<file path="config.mk">
export PLATFORM = sky130hd
export DESIGN_NAME = alu_issue_scheduler_flat
export DESIGN_NICKNAME = d
export VERILOG_FILES = /design/src/rtl/alu_issue_scheduler_pkg.sv /design/src/rtl/alu_issue_scheduler_cdb_if.sv /design/src/rtl/alu_issue_scheduler_age_matrix_select.sv /design/src/rtl/alu_issue_scheduler.sv /design/src/flat_wrapper.sv
export SDC_FILE = /design/constraint.sdc
export NUM_CORES = 1
export LEC_CHECK = 0
export BUFFER_PORTS_ARGS = -buffer_cell sky130_fd_sc_hd__clkbuf_2
export CAP_MARGIN = 30
export CORE_ASPECT_RATIO = 0.5
export CORE_MARGIN = 2
export CORE_UTILIZATION = 54
export CTS_CLUSTER_DIAMETER = 80
export DETAILED_ROUTE_END_ITERATION = 12
export PLACE_DENSITY = 0.78
export SYNTH_ARGS = -nofsm -noshare
export SYNTH_HDL_FRONTEND = slang
export SYNTH_SLANG_ARGS = --single-unit
</file>
<file path="constraint.sdc">
create_clock -name clk -period 14.05 [get_ports clk]
set_input_delay 2.81 -clock clk [delete_from_list [all_inputs] [get_ports clk]]
set_output_delay 2.81 -clock clk [all_outputs]
set_load 0.02 [all_outputs]
</file>
<file path="src/rtl/alu_issue_scheduler_pkg.sv">
// Shared types for the ALU reservation-station scheduler.
// Payload widths here set the default data, ROB-tag and ALU-control widths.
// rs_entry_t is one scheduler slot: valid bit, control, destination and two operands.
package alu_issue_scheduler_pkg;

   localparam int RS_WIDTH = 31;   // MSB index of operand values
   localparam int RS_ROB   = 2;    // MSB index of ROB tags
   localparam int RS_ALUOP = 3;    // MSB index of ALU control

   typedef struct packed {
      logic                valid;
      logic [RS_ALUOP:0]   op;
      logic [RS_ROB:0]     rob;
      logic                rdy1;
      logic [RS_ROB:0]     tag1;
      logic [RS_WIDTH:0]   val1;
      logic                rdy2;
      logic [RS_ROB:0]     tag2;
      logic [RS_WIDTH:0]   val2;
   } rs_entry_t;

endpackage

</file>
<file path="src/rtl/alu_issue_scheduler_cdb_if.sv">
// Common data bus: one result broadcast per cycle, tagged with its ROB entry.
// Reservation stations only listen; the arbiter side drives it.
// No flow control: a broadcast is valid for exactly the cycle validBroadcast is high.
interface commonDataBus #(
   parameter int WIDTH = 31,
   parameter int ROB   = 2
);
   logic [WIDTH:0] result;
   logic [ROB:0]   robEntry;
   logic           validBroadcast;

   modport reservation_station (
      input result,
      input robEntry,
      input validBroadcast
   );

   modport arbiter (
      output result,
      output robEntry,
      output validBroadcast
   );
endinterface

</file>
<file path="src/rtl/alu_issue_scheduler_age_matrix_select.sv">
// Age matrix plus oldest-ready select for the scheduler slots.
// Grant is combinational from the current matrix; matrix updates at the clock edge.
// No backpressure of its own: the caller decides whether the grant is consumed.
module age_matrix_select #(
   parameter int ENTRIES = 4
) (
   input  logic               clk,
   input  logic               rst,
   input  logic               flush,
   input  logic [ENTRIES-1:0] alloc,
   input  logic [ENTRIES-1:0] valid,
   input  logic [ENTRIES-1:0] ready,
   output logic [ENTRIES-1:0] grant,
   output logic               any
);

   // age[i][j] = 1 means slot i was dispatched before slot j
   logic [ENTRIES-1:0] age     [ENTRIES];
   logic [ENTRIES-1:0] age_nxt [ENTRIES];

   // A new slot is younger than everything currently valid: clear its row, set its column
   always_comb begin
      age_nxt = age;
      if (flush) begin
         for (int i = 0; i < ENTRIES; i++) begin
            age_nxt[i] = '0;
         end
      end else begin
         for (int k = 0; k < ENTRIES; k++) begin
            if (alloc[k]) begin
               age_nxt[k] = '0;
               for (int i = 0; i < ENTRIES; i++) begin
                  if (valid[i]) begin
                     age_nxt[i][k] = 1'b1;
                  end
               end
            end
         end
      end
   end

   // Matrix flops
   always_ff @(posedge clk or posedge rst) begin
      if (rst) begin
         for (int i = 0; i < ENTRIES; i++) begin
            age[i] <= '0;
         end
      end else begin
         age <= age_nxt;
      end
   end

   // A ready slot wins only if it is older than every other ready slot
   always_comb begin
      grant = ready;
      for (int i = 0; i < ENTRIES; i++) begin
         for (int j = 0; j < ENTRIES; j++) begin
            if ((j != i) && ready[j] && !age[i][j]) begin
               grant[i] = 1'b0;
            end
         end
      end
      any = |ready;
   end

endmodule

</file>
<file path="src/rtl/alu_issue_scheduler.sv">
// ALU reservation station: holds dispatched ops, wakes operands off the CDB, issues oldest ready.
// Latency: ready-at-dispatch op issues one edge after dispatch; woken op one edge after the broadcast.
// Backpressure: dispReady drops when all slots are full; issue stalls (registers hold) while fuAvailable=0.
module alu_issue_scheduler
   import alu_issue_scheduler_pkg::*;
#(
   parameter int WIDTH   = RS_WIDTH,
   parameter int ROB     = RS_ROB,
   parameter int ALUOP   = RS_ALUOP,
   parameter int ENTRIES = 4
) (
   input  logic                        clk,
   input  logic                        globalReset,
   input  logic                        clear,
   input  logic                        validCommit,
   commonDataBus.reservation_station   dataBus,
   input  logic                        dispValid,
   output logic                        dispReady,
   input  logic [ALUOP:0]              dispOp,
   input  logic [ROB:0]                dispRob,
   input  logic                        dispRdy1,
   input  logic                        dispRdy2,
   input  logic [ROB:0]                dispTag1,
   input  logic [ROB:0]                dispTag2,
   input  logic [WIDTH:0]              dispVal1,
   input  logic [WIDTH:0]              dispVal2,
   input  logic                        fuAvailable,
   output logic                        issueValid,
   output logic [ALUOP:0]              issueOp,
   output logic [ROB:0]                issueRob,
   output logic [WIDTH:0]              issueOp1,
   output logic [WIDTH:0]              issueOp2,
   output logic [$clog2(ENTRIES):0]    occupancy
);

   localparam int OCC_W = $clog2(ENTRIES) + 1;

   rs_entry_t          slots     [ENTRIES];
   rs_entry_t          slots_nxt [ENTRIES];
   rs_entry_t          new_entry;
   rs_entry_t          winner;

   logic               flush;
   logic               issue_fire;
   logic               any_ready;
   logic [ENTRIES-1:0] valid_vec;
   logic [ENTRIES-1:0] ready_vec;
   logic [ENTRIES-1:0] free_vec;
   logic [ENTRIES-1:0] free_lowest;
   logic [ENTRIES-1:0] alloc;
   logic [ENTRIES-1:0] grant;
   logic [OCC_W-1:0]   occ_nxt;

   assign flush = clear & validCommit;

   // Slot status vectors and lowest-index free slot
   always_comb begin
      for (int i = 0; i < ENTRIES; i++) begin
         valid_vec[i] = slots[i].valid;
         ready_vec[i] = slots[i].valid & slots[i].rdy1 & slots[i].rdy2;
      end
      free_vec    = ~valid_vec;
      free_lowest = free_vec & (~free_vec + {{(ENTRIES-1){1'b0}}, 1'b1});
   end

   // Free space is judged from current state only; a slot issuing this cycle is not reusable yet
   assign dispReady  = |free_vec;
   assign alloc      = (dispValid && dispReady && !flush) ? free_lowest : '0;
   assign issue_fire = fuAvailable & any_ready & ~flush;

   age_matrix_select #(
      .ENTRIES (ENTRIES)
   ) u_age (
      .clk   (clk),
      .rst   (globalReset),
      .flush (flush),
      .alloc (alloc),
      .valid (valid_vec),
      .ready (ready_vec),
      .grant (grant),
      .any   (any_ready)
   );

   // Incoming op, capturing a same-cycle broadcast for operands that are still pending
   always_comb begin
      new_entry       = '0;
      new_entry.valid = 1'b1;
      new_entry.op    = dispOp;
      new_entry.rob   = dispRob;
      new_entry.tag1  = dispTag1;
      new_entry.tag2  = dispTag2;
      new_entry.rdy1  = dispRdy1;
      new_entry.val1  = dispVal1;
      new_entry.rdy2  = dispRdy2;
      new_entry.val2  = dispVal2;
      if (!dispRdy1 && dataBus.validBroadcast && (dataBus.robEntry == dispTag1)) begin
         new_entry.rdy1 = 1'b1;
         new_entry.val1 = dataBus.result;
      end
      if (!dispRdy2 && dataBus.validBroadcast && (dataBus.robEntry == dispTag2)) begin
         new_entry.rdy2 = 1'b1;
         new_entry.val2 = dataBus.result;
      end
   end

   // Next slot state: flush wins; otherwise wakeup, issue-free and dispatch on disjoint slots
   always_comb begin
      slots_nxt = slots;
      if (flush) begin
         for (int i = 0; i < ENTRIES; i++) begin
            slots_nxt[i].valid = 1'b0;
         end
      end else begin
         for (int i = 0; i < ENTRIES; i++) begin
            if (slots[i].valid) begin
               if (!slots[i].rdy1 && dataBus.validBroadcast && (dataBus.robEntry == slots[i].tag1)) begin
                  slots_nxt[i].rdy1 = 1'b1;
                  slots_nxt[i].val1 = dataBus.result;
               end
               if (!slots[i].rdy2 && dataBus.validBroadcast && (dataBus.robEntry == slots[i].tag2)) begin
                  slots_nxt[i].rdy2 = 1'b1;
                  slots_nxt[i].val2 = dataBus.result;
               end
               if (issue_fire && grant[i]) begin
                  slots_nxt[i].valid = 1'b0;
               end
            end
            if (alloc[i]) begin
               slots_nxt[i] = new_entry;
            end
         end
      end
   end

   // Slot storage
   always_ff @(posedge clk or posedge globalReset) begin
      if (globalReset) begin
         for (int i = 0; i < ENTRIES; i++) begin
            slots[i] <= '0;
         end
      end else begin
         slots <= slots_nxt;
      end
   end

   // Occupancy tracks the valid bits that will be present after this edge
   always_comb begin
      occ_nxt = '0;
      for (int i = 0; i < ENTRIES; i++) begin
         occ_nxt = occ_nxt + OCC_W'(slots_nxt[i].valid);
      end
   end

   // Occupancy register
   always_ff @(posedge clk or posedge globalReset) begin
      if (globalReset) begin
         occupancy <= '0;
      end else begin
         occupancy <= occ_nxt;
      end
   end

   // One-hot grant mux; all-zero when nothing is ready
   always_comb begin
      winner = '0;
      for (int i = 0; i < ENTRIES; i++) begin
         if (grant[i]) begin
            winner = slots[i];
         end
      end
   end

   // Issue registers: load whenever the ALU can accept, hold otherwise
   always_ff @(posedge clk or posedge globalReset) begin
      if (globalReset) begin
         issueValid <= 1'b0;
         issueOp    <= '0;
         issueRob   <= '0;
         issueOp1   <= '0;
         issueOp2   <= '0;
      end else if (flush) begin
         issueValid <= 1'b0;
      end else if (fuAvailable) begin
         issueValid <= any_ready;
         issueOp    <= winner.op;
         issueRob   <= winner.rob;
         issueOp1   <= winner.val1;
         issueOp2   <= winner.val2;
      end
   end

endmodule

</file>
<file path="src/flat_wrapper.sv">
// flat-port wrapper written by rule: the top's interface ports become plain ports
module alu_issue_scheduler_flat import alu_issue_scheduler_pkg::*;
#(
   parameter int WIDTH   = RS_WIDTH,
   parameter int ROB     = RS_ROB,
   parameter int ALUOP   = RS_ALUOP,
   parameter int ENTRIES = 4
)
  (clk, globalReset, clear, validCommit, dispValid, dispReady, dispOp, dispRob, dispRdy1, dispRdy2, dispTag1, dispTag2, dispVal1, dispVal2, fuAvailable, issueValid, issueOp, issueRob, issueOp1, issueOp2, occupancy, dataBus_result, dataBus_robEntry, dataBus_validBroadcast);
  commonDataBus #(.WIDTH(WIDTH), .ROB(ROB)) dataBus_i ();
  input  logic clk;
  input  logic globalReset;
  input  logic clear;
  input  logic validCommit;
  input  logic dispValid;
  output logic dispReady;
  input  logic [ALUOP:0] dispOp;
  input  logic [ROB:0] dispRob;
  input  logic dispRdy1;
  input  logic dispRdy2;
  input  logic [ROB:0] dispTag1;
  input  logic [ROB:0] dispTag2;
  input  logic [WIDTH:0] dispVal1;
  input  logic [WIDTH:0] dispVal2;
  input  logic fuAvailable;
  output logic issueValid;
  output logic [ALUOP:0] issueOp;
  output logic [ROB:0] issueRob;
  output logic [WIDTH:0] issueOp1;
  output logic [WIDTH:0] issueOp2;
  output logic [$clog2(ENTRIES):0] occupancy;
  input wire logic [$bits(dataBus_i.result)-1:0] dataBus_result;
  input wire logic [$bits(dataBus_i.robEntry)-1:0] dataBus_robEntry;
  input wire logic [$bits(dataBus_i.validBroadcast)-1:0] dataBus_validBroadcast;
  assign dataBus_i.result = dataBus_result;
  assign dataBus_i.robEntry = dataBus_robEntry;
  assign dataBus_i.validBroadcast = dataBus_validBroadcast;
  alu_issue_scheduler #(.WIDTH(WIDTH), .ROB(ROB), .ALUOP(ALUOP), .ENTRIES(ENTRIES)) u_core (.clk(clk), .globalReset(globalReset), .clear(clear), .validCommit(validCommit), .dataBus(dataBus_i), .dispValid(dispValid), .dispReady(dispReady), .dispOp(dispOp), .dispRob(dispRob), .dispRdy1(dispRdy1), .dispRdy2(dispRdy2), .dispTag1(dispTag1), .dispTag2(dispTag2), .dispVal1(dispVal1), .dispVal2(dispVal2), .fuAvailable(fuAvailable), .issueValid(issueValid), .issueOp(issueOp), .issueRob(issueRob), .issueOp1(issueOp1), .issueOp2(issueOp2), .occupancy(occupancy));
endmodule
</file>
After elaboration in Yosys (flattened, before gate mapping). Cells that the tools add are included.

Flip-flop bits (word level): 407. Output and inout bits: 76. Input bits: 121.

Bitwise operators: 15. Mux-type cells: 97. Add/sub/neg operators: 4. Eq/ne operators: 10. Reductions and logical operators: 104.

Operator list (count): 32-bit two-way mux (14); 80-bit two-way mux (4); 79-bit two-way mux (4); 33-bit two-way mux (4); 1-bit two-way mux (65); 1-bit logical AND (38); 3-bit equality test (10); 3-bit nonzero test (9); 2-bit nonzero test (13); 3-bit AND reduction (8); 1-bit zero test (23); 2-bit AND reduction (11); 4-bit two-way mux (5); 16-bit two-way mux (1); 1-bit AND (11); 4-bit inverter (2); 4-bit OR reduction (2); 3-bit by 1-bit adder with 3-bit output (2); 4-bit by 1-bit adder with 4-bit output (second input constant) (1); 4-bit AND (1); 1-bit by 1-bit adder with 2-bit output (1); 1-bit inverter (1).

Depth between registers and ports, before layout. Gate-level depths: netlist of the first run.

Word-level depth: 14. Depth in mapped cells: 9.

By module. Synthesis of the first run repeated with hierarchy kept, for this count alone.

Cells, all modules: 1927. Area, all modules: 18888.1 µm².

By module, submodules not included: alu_issue_scheduler (cells an instance 1868, area each 18317.6 µm², seq. area each 9884.5 µm², instances 1); age_matrix_select (cells an instance 59, area each 570.5 µm², seq. area each 300.3 µm², instances 1).

Worst setup path after synthesis of the first run. No wires, ideal clock.

Path type: input to register. Start: in clear. End: reg u_core.occupancy[1]. Library setup time: 0.126 ns. Required time: 13.924 ns. Setup slack: 9.009 ns. Stages on the path: 8. Path buffers: 1. Arrival time: 4.915 ns. Cell sequence: nand2_1 -> clkbuf_1 -> nand2_1 -> a41oi_1 -> a221oi_1 -> ha_1 -> fa_1 -> ha_1.

RTL lines: start: declaration (line flat_wrapper.sv:13) `input logic clear;`; end signal: assignment (line alu_issue_scheduler.sv:159) `occupancy <= occ_nxt;`; end: declaration (line alu_issue_scheduler.sv:33) `output logic [$clog2(ENTRIES):0] occupancy`.

Worst setup path after layout of the first run.
Start: in dispValid. End: reg u_core.slots[253] (netlist name).

Word-level cells in the longest chain between the ends: 5. Elaborated cells between the ends (all ways): 7. Those cells by class: mux: 2; reduce/logical: 5.

Ends and longest elaborated chain: start: declaration (line flat_wrapper.sv:15) `input logic dispValid;`; 1-bit logical AND (*) (2 in series) (line alu_issue_scheduler.sv:68) `assign alloc = (dispValid && dispReady && !flush) ? free_lowest : '0;`; 4-bit two-way mux (*) (line alu_issue_scheduler.sv:68); 2-bit nonzero test (no source line); 3-bit AND reduction (no source line); end signal: assignment (line alu_issue_scheduler.sv:142) `slots <= slots_nxt;`; end: declaration (line alu_issue_scheduler.sv:38) `rs_entry_t slots [ENTRIES];`.

Mark *: on every way between the ends. The rest lies on a longest branch, timed or not. A chain may end at the register's enable or synchronous reset.

==> results of run 1 <==
logic make-up (layout without fill, tap and decap cells):
group / Yosys count / after routing / share of synthesized area (%)
muxes: 461 / 461 / 24.5
adders and majority gates: 3 / 3 / 0.216
DFF: 407 / 407 / 48.8
and+or+nand+nor: 412 / 412 / 9.87
other: 0 / 1 / 0
buffers and inverters: 161 / 314 / 3.48
AOI/OAI and AO/OA: 393 / 393 / 11.8
xor gates and xnor gates: 30 / 30 / 1.26
cell usage after synthesis, types with 6 or more instances:
cell and instances:
mux2_2 391, buf_6 10, xnor2_1 15, dfrtp_1 407
buf_2 24, nand3_1 8, inv_1 11, and3_1 76
o21ai_0 141, nand2_1 205, mux2i_1 64, xor2_1 15
a21oi_1 87, a311oi_1 71, mux2_1 6, nor4_1 8
o211ai_1 71, o21ai_1 6, and2_1 72, clkbuf_1 108
nor2_1 13, nor3_1 10
worst max-delay path by stage:
| stage | slack [ns] | end | depth (start not counted) | startpoint |
|---|---|---|---|---|
| 2_1_floorplan | 5.76 | u_core.issueOp1[0] | 1 | globalReset |
| 3_3_place_gp | 8.20 | u_core.slots[252] | 7 | validCommit |
| 3_5_place_dp | 8.11 | u_core.slots[179] | 7 | clear |
| 4_1_cts | 8.68 | u_core.slots[171] | 7 | clear |
| 5_1_grt | 8.67 | u_core.slots[253] | 7 | dispValid |
| 6_report | 8.72 | u_core.slots[253] | 7 | dispValid |
layout make-up:
type | count | area (um^2) | area share, %
Multi-Input combinational cell | 1299 | 10100 | 42.6
Tap cell | 520 | 651 | 2.73
Clock buffer | 58 | 1230 | 5.16
Timing Repair Buffer | 235 | 1440 | 6.06
Sequential cell | 407 | 10200 | 42.7
Antenna cell | 1 | 2.50 | 0.0105
Inverter | 11 | 45.0 | 0.189
Clock inverter | 10 | 125 | 0.525
flip-flops by register name (all words and copies together) (netlist names):
| register | count |
|---|---|
| u_core.issueOp | 4 |
| u_core.u_age.age | 12 |
| u_core.issueOp2 | 32 |
| u_core.issueValid | 1 |
| u_core.occupancy | 3 |
| u_core.slots | 320 |
| u_core.issueOp1 | 32 |
| u_core.issueRob | 3 |
critical path, stage by stage:
cell	delay [ns]
clkbuf_2	0.22
nor2b_1	0.66
nand2_1	0.64
nor2_4	0.22
buf_4	0.50
mux2_2	0.40
mux2_2	0.26
per-layer routing:
layer	track usage, %	vias up	wire length [um]	share of wire, %
met1	40.9	8254	25400	42
met5	0	-	13	0.021
met4	12.8	2	2230	3.6
met3	5.33	170	4590	7.5
li1	-	7058	-	-
met2	48.9	729	28900	47
through the flow:
| stage | instances | hold WS, ns | instance area (um^2) | utilization, % | power (uW) |
|---|---|---|---|---|---|
| after floorplan | 1867 | 0.437 | 20900 | - | 3070 |
| after global placement | 2464 | 0.450 | 22300 | 59.0 | 3510 |
| after detailed placement | 2469 | 0.455 | 22400 | 59.3 | 3600 |
| after CTS | 2537 | 0.470 | 23700 | 62.9 | 4730 |
| after global routing | 2541 | 0.493 | 23800 | 63.2 | 4980 |
| final | 2541 | 0.470 | 23800 | 63.2 | 4750 |
power breakdown:
| part | total [uW] | switching (uW) | leakage (uW) | internal, uW |
|---|---|---|---|---|
| clock network | 1120 | 460 | 0.000679 | 659 |
| registers | 2050 | 324 | 0.00506 | 1720 |
| logic | 1590 | 885 | 0.00510 | 701 |
| total | 4750 | 1670 | 0.0108 | 3080 |
==> flow_metrics.py, run 1 <==
metrics = {
    "synthesis": {
        "synth.distinct_cells": 52,
        "synth_nets": 1991,
        "netlist_area_mm2": 0.0209,
        "synth_cells": 1867,
        "synth-async-reset-ratio_pct": 100,
        "synth-seq-cells": 407,
        "synth_area_leaders": "dfrtp_1, mux2_2, nand2_1",
        "avgSynthCellArea_um2": 11.2,
        "synth_edf_count": 0,
        "ys_warn_count": 0,
        "yosysSeqAreaShare_pct": 48.8,
        "yosys.area.top_type": "dfrtp_1",
        "synth_top_area_share_pct": 48.8,
        "yosys_most_used_dff": "dfrtp_1",
    },
    "worst_setup_path": {
        "r2r_start": "u_core.slots[319]",
        "critPathMaxFanout": 32,
        "start_kind": "input port",
        "cp_data_arrival_time_ns": 5.76,
        "r2r_cells": 6,
        "rr_endpoint": "u_core.slots[253]",
        "end_kind": "flop",
        "critical_path_required_ns": 14.48,
        "rrSetupSlack_ns": 10.64,
        "critPathKind": "input port to flop",
    },
    "place": {
        "gp_congestion": 0.841,
        "portBuffers": 196,
        "preCtsSetupSlack_ns": 8.11,
        "dpl.hpwl_mm": 34.3,
    },
    "timing": {
        "max_freq_mhz": 188,
        "skew_ns": 0.0153,
        "period_minus_slack_ns": 5.33,
        "timing.final.crit_share_pct": 37.9,
        "max_slew.worst_pin.slew_ns": 1.11,
        "setup_tns_ns": 0,
        "finalMaxSlewViolations": 0,
        "rsz0062_at_grt": "false",
        "hold_violations": 0,
        "setup_violations": 0,
        "fin_ws_ns": 8.72,
        "max_slew_margin_pct": 26.1,
    },
    "layout": {
        "n_fill_cell": 2906,
        "layout_common_cells": "dfrtp_1, mux2_2, nand2_1",
        "area_growth_pct": 14.2,
        "drive_above_1_share_pct": 35.7,
        "fin_nets": 2116,
        "mostFrequentLayoutCell": "dfrtp_1",
    },
    "route": {
        "routed_wl_mm": 61.1,
        "vias_per_cell": 6.38,
        "first_pass_iters": 5,
        "wl_per_cell_um": 24.1,
        "ant_nets": 0,
        "drc": 0,
        "drtIter0Drc": 1504,
        "vias": 16200,
    },
    "clock_tree": {
        "clk_latency_ns": 0.55,
        "clockBufferDepth": 3,
        "htree_levels": 2,
        "root_buffer": "clkbuf_16",
        "cts.clk_slew.worst_paths_ns": 0.06,
        "cts_num_sinks": 407,
        "ctsHoldBuffers": 0,
        "cts_resized": 0,
        "cts_setup_buffers": 0,
        "cts_tree": "built",
        "cts_made_buffers": 38,
    },
    "floorplan": {
        "die_area_mm2": 0.0403,
        "io_pins": 197,
        "row_count": 50,
        "die_x_um": 282,
        "start_util_pct": 55.3,
        "die_h_um": 143,
        "core_area_mm2": 0.0377,
    },
    "worst_hold_path": {
        "min_path_cells": 2,
        "hp-class": "flop to flop",
        "hold_end": "u_core.slots[77]",
        "hp-start": "u_core.slots[77]",
    },
    "grt": {
        "grt_pass1_wl_mm": 94.1,
        "grt_pass1_vias": 16300,
        "grt_util_all_layers_pct": 30.4,
        "antenna_found_initial": 2,
        "grt_overflow_total": 0,
        "grt_start_max_net_pins": 180,
    },
    "power_and_ir_drop": {
        "p_leak_uw": 0.0108,
        "powerDensity_mw_per_mm2": 200,
        "peakVddDrop_mv": 0.0977,
    },
    "flow_run": {
        "cap_violations": 0,
    },
    "run_status": {
        "status": "completed",
    },
}
(Power assumes the default switching activity.)
==> inputs of run 2 (changes only) <==
--- a/config.mk
+++ b/config.mk
@@ -5,11 +5,12 @@
 export SDC_FILE = /design/constraint.sdc
 export NUM_CORES = 1
 export LEC_CHECK = 0
+export ABC_AREA = 1
 export BUFFER_PORTS_ARGS = -buffer_cell sky130_fd_sc_hd__clkbuf_2
 export CAP_MARGIN = 30
 export CORE_ASPECT_RATIO = 0.5
 export CORE_MARGIN = 2
-export CORE_UTILIZATION = 54
+export CORE_UTILIZATION = 55
 export CTS_CLUSTER_DIAMETER = 80
 export DETAILED_ROUTE_END_ITERATION = 12
 export PLACE_DENSITY = 0.78
==> constraint.sdc (replaced) <==
create_clock -name clk -period 4.55 [get_ports clk]
set_input_delay 0.91 -clock clk [delete_from_list [all_inputs] [get_ports clk]]
set_output_delay 0.91 -clock clk [all_outputs]
set_load 0.02 [all_outputs]
==> flow_metrics.py, run 2 <==
metrics = {
    "worst_setup_path": {
        "critical_path_required_ns": 5.05,
        "critPathKind": "input port to flop",
        "start_kind": "input port",
        "end_kind": "flop",
        "cp_data_arrival_time_ns": 3.25,
        "critPathMaxFanout": 22,
    },
    "clock_tree": {
        "cts_num_sinks": 407,
        "root_buffer": "clkbuf_16",
        "htree_levels": 2,
        "cts.clk_slew.worst_paths_ns": 0.07,
        "cts_resized": 0,
        "cts_setup_buffers": 0,
        "clk_latency_ns": 0.56,
        "cts_tree": "built",
        "cts_made_buffers": 39,
        "ctsHoldBuffers": 0,
        "clockBufferDepth": 3,
    },
    "floorplan": {
        "die_area_mm2": 0.0434,
        "core_area_mm2": 0.0407,
        "row_count": 52,
        "die_x_um": 293,
        "io_pins": 197,
        "die_h_um": 148,
        "start_util_pct": 56.2,
    },
    "power_and_ir_drop": {
        "p_total_uw": 16200,
        "peakVddDrop_mv": 0.450,
        "p_leak_uw": 0.0148,
        "powerDensity_mw_per_mm2": 636,
    },
    "synthesis": {
        "synth_common_cells": "nand2_1, dfrtp_1, nand3_1",
        "synthMuxAreaShare_pct": 0,
        "avgSynthCellArea_um2": 6.67,
        "synth_edf_count": 0,
        "synth_simple_gate_area_share_pct": 39.1,
        "synth_nets": 3557,
        "synth_top_area_share_pct": 44.5,
        "synth_compound_area_share_pct": 6.54,
        "synth-seq-cells": 407,
        "ys_warn_count": 0,
        "synth-async-reset-ratio_pct": 100,
        "yosysMostFrequentCell": "nand2_1",
        "synth_xor_area_share_pct": 0.803,
        "synth.distinct_cells": 33,
        "synth_cells": 3433,
        "netlist_area_mm2": 0.0229,
        "synthAdderAreaFrac_pct": 0.197,
        "synth_top_family_by_area": "simple AND/OR/NAND/NOR gates",
        "synth_area_leaders": "dfrtp_1, nand2_1, nand3_1",
        "yosys.area.top_type": "dfrtp_1",
        "yosysSeqAreaShare_pct": 44.5,
        "yosys_most_used_dff": "dfrtp_1",
    },
    "layout": {
        "layout_common_cells": "nand2_1, dfrtp_1, nand3_1",
        "stdcell_count": 4096,
        "n_fill_cell": 3703,
        "drive_above_1_share_pct": 9.88,
        "mostFrequentLayoutCell": "nand2_1",
        "fin_nets": 3650,
        "largestRegisters": "u_core.slots x320, u_core.issueOp1 x32, u_core.issueOp2 x32",
        "area_growth_pct": 11.4,
        "largest_reg_flops": 320,
        "regMostFlops": "u_core.slots",
        "final_core_util_pct": 62.7,
    },
    "timing": {
        "period_minus_slack_ns": 2.74,
        "timing.final.crit_share_pct": 60.3,
        "hold_violations": 0,
        "max_freq_mhz": 364,
        "skew_ns": 0.0215,
        "setup_tns_ns": 0,
        "rsz0062_at_grt": "false",
        "finalMaxSlewViolations": 0,
        "max_slew_margin_pct": 27.5,
        "setup_violations": 0,
        "max_slew.worst_pin.slew_ns": 1.09,
        "fin_hold_ws_ns": 0.363,
    },
    "route": {
        "drt-met1-wl_mm": 31.3,
        "first_pass_iters": 9,
        "drtIter0Drc": 3313,
        "vias": 23400,
        "wl_per_cell_um": 18.8,
        "routed_wl_mm": 77.0,
        "vias_per_cell": 5.71,
        "drc": 0,
        "highest_layer": "met4",
        "ant_nets": 0,
        "met3WireLength_mm": 10.2,
        "route.met2.wl_mm": 32.4,
    },
    "grt": {
        "grt_overflow_total": 0,
        "antenna_found_initial": 2,
        "grt_util_all_layers_pct": 35.8,
        "grt_pass1_wl_mm": 122,
        "grt_start_max_net_pins": 143,
        "grt_pass1_vias": 22400,
    },
    "run_status": {
        "status": "completed",
    },
    "place": {
        "portBuffers": 196,
        "dp.cells": 4024,
        "dpl.hpwl_mm": 44.5,
        "gp_congestion": 0.925,
    },
    "flow_run": {
        "cap_violations": 0,
    },
    "worst_hold_path": {
        "hp-class": "input port to async pin",
    },
}
[run 2: cell types whose count changed in the layout (fill, tap and decap cells not counted), moves of 76 or more]
| cell | previous run | this run |
|---|---|---|
| inv_1 | 10 | 277 |
| o21ai_0 | 141 | 57 |
| nand3_1 | 7 | 399 |
| nand2_1 | 201 | 1742 |
| and3_1 | 76 | 0 |
| mux2_2 | 391 | 0 |
| a21oi_1 | 85 | 226 |
[run 2: layer usage]
| metal | track usage (%) | vias up |
|---|---|---|
| met4 | 13.3 | 0 |
| met2 | 53.7 | 1557 |
| met5 | 0 | - |
| li1 | - | 10800 |
| met1 | 50.7 | 10700 |
| met3 | 8.64 | 280 |
[run 2: worst max-delay path: stages]
cell and delay [ns]:
clkbuf_2 0.23, inv_2 0.15, nor2_1 0.08, nor3_4 0.72, nand2_1 0.19, buf_4 0.32, nand2_1 0.26, nand3_1 0.10
nand2_1 0.11, nand2_1 0.07, nand2_1 0.09
[run 2: layout make-up]
cell class,count,area (um^2),area share [%]
Multi-Input combinational cell,2537,10700,42.1
Inverter,293,1110,4.34
Antenna cell,2,5.00,0.0196
Sequential cell,407,10200,39.9
Clock inverter,12,160,0.628
Clock buffer,57,1150,4.49
Timing Repair Buffer,248,1490,5.84
Tap cell,540,676,2.65
[run 2: stage by stage]
stage                     cell area (um^2)  worst slack (ns)
after floorplan                      22900             -1.84
after global placement               24200              1.37
after detailed placement             24200              1.30
after CTS                            25500              1.87
after global routing                 25500              1.71
final                                25500              1.81
[run 2: worst paths after layout]
path | start | to | slack, ns | cells after the start
hold reg to reg | u_core.issueRob[0] | u_core.issueRob[0] | 0.48 | 2
max in group asynchronous | globalReset | u_core.slots[317] | 3.09 | 3
setup reg to reg | u_core.slots[159] | u_core.slots[21] | 1.85 | 10
min in group clk | u_core.issueRob[0] | u_core.issueRob[0] | 0.48 | 2
hold / removal | globalReset | u_core.slots[304] | 0.36 | 2
setup / recovery | dataBus_robEntry[1] | u_core.slots[3] | 1.81 | 11
[run 2: logic make-up after synthesis]
logic type	Yosys count
compound gates	295
xor+xnor	21
buf+inv	489
simple gates	2218
fa+ha+maj	3
flops	407
[run 2: where the power goes]
group	switching, uW	internal, uW
logic	4450	2060
registers	985	5260
clock network	1490	1980
total	6930	9300
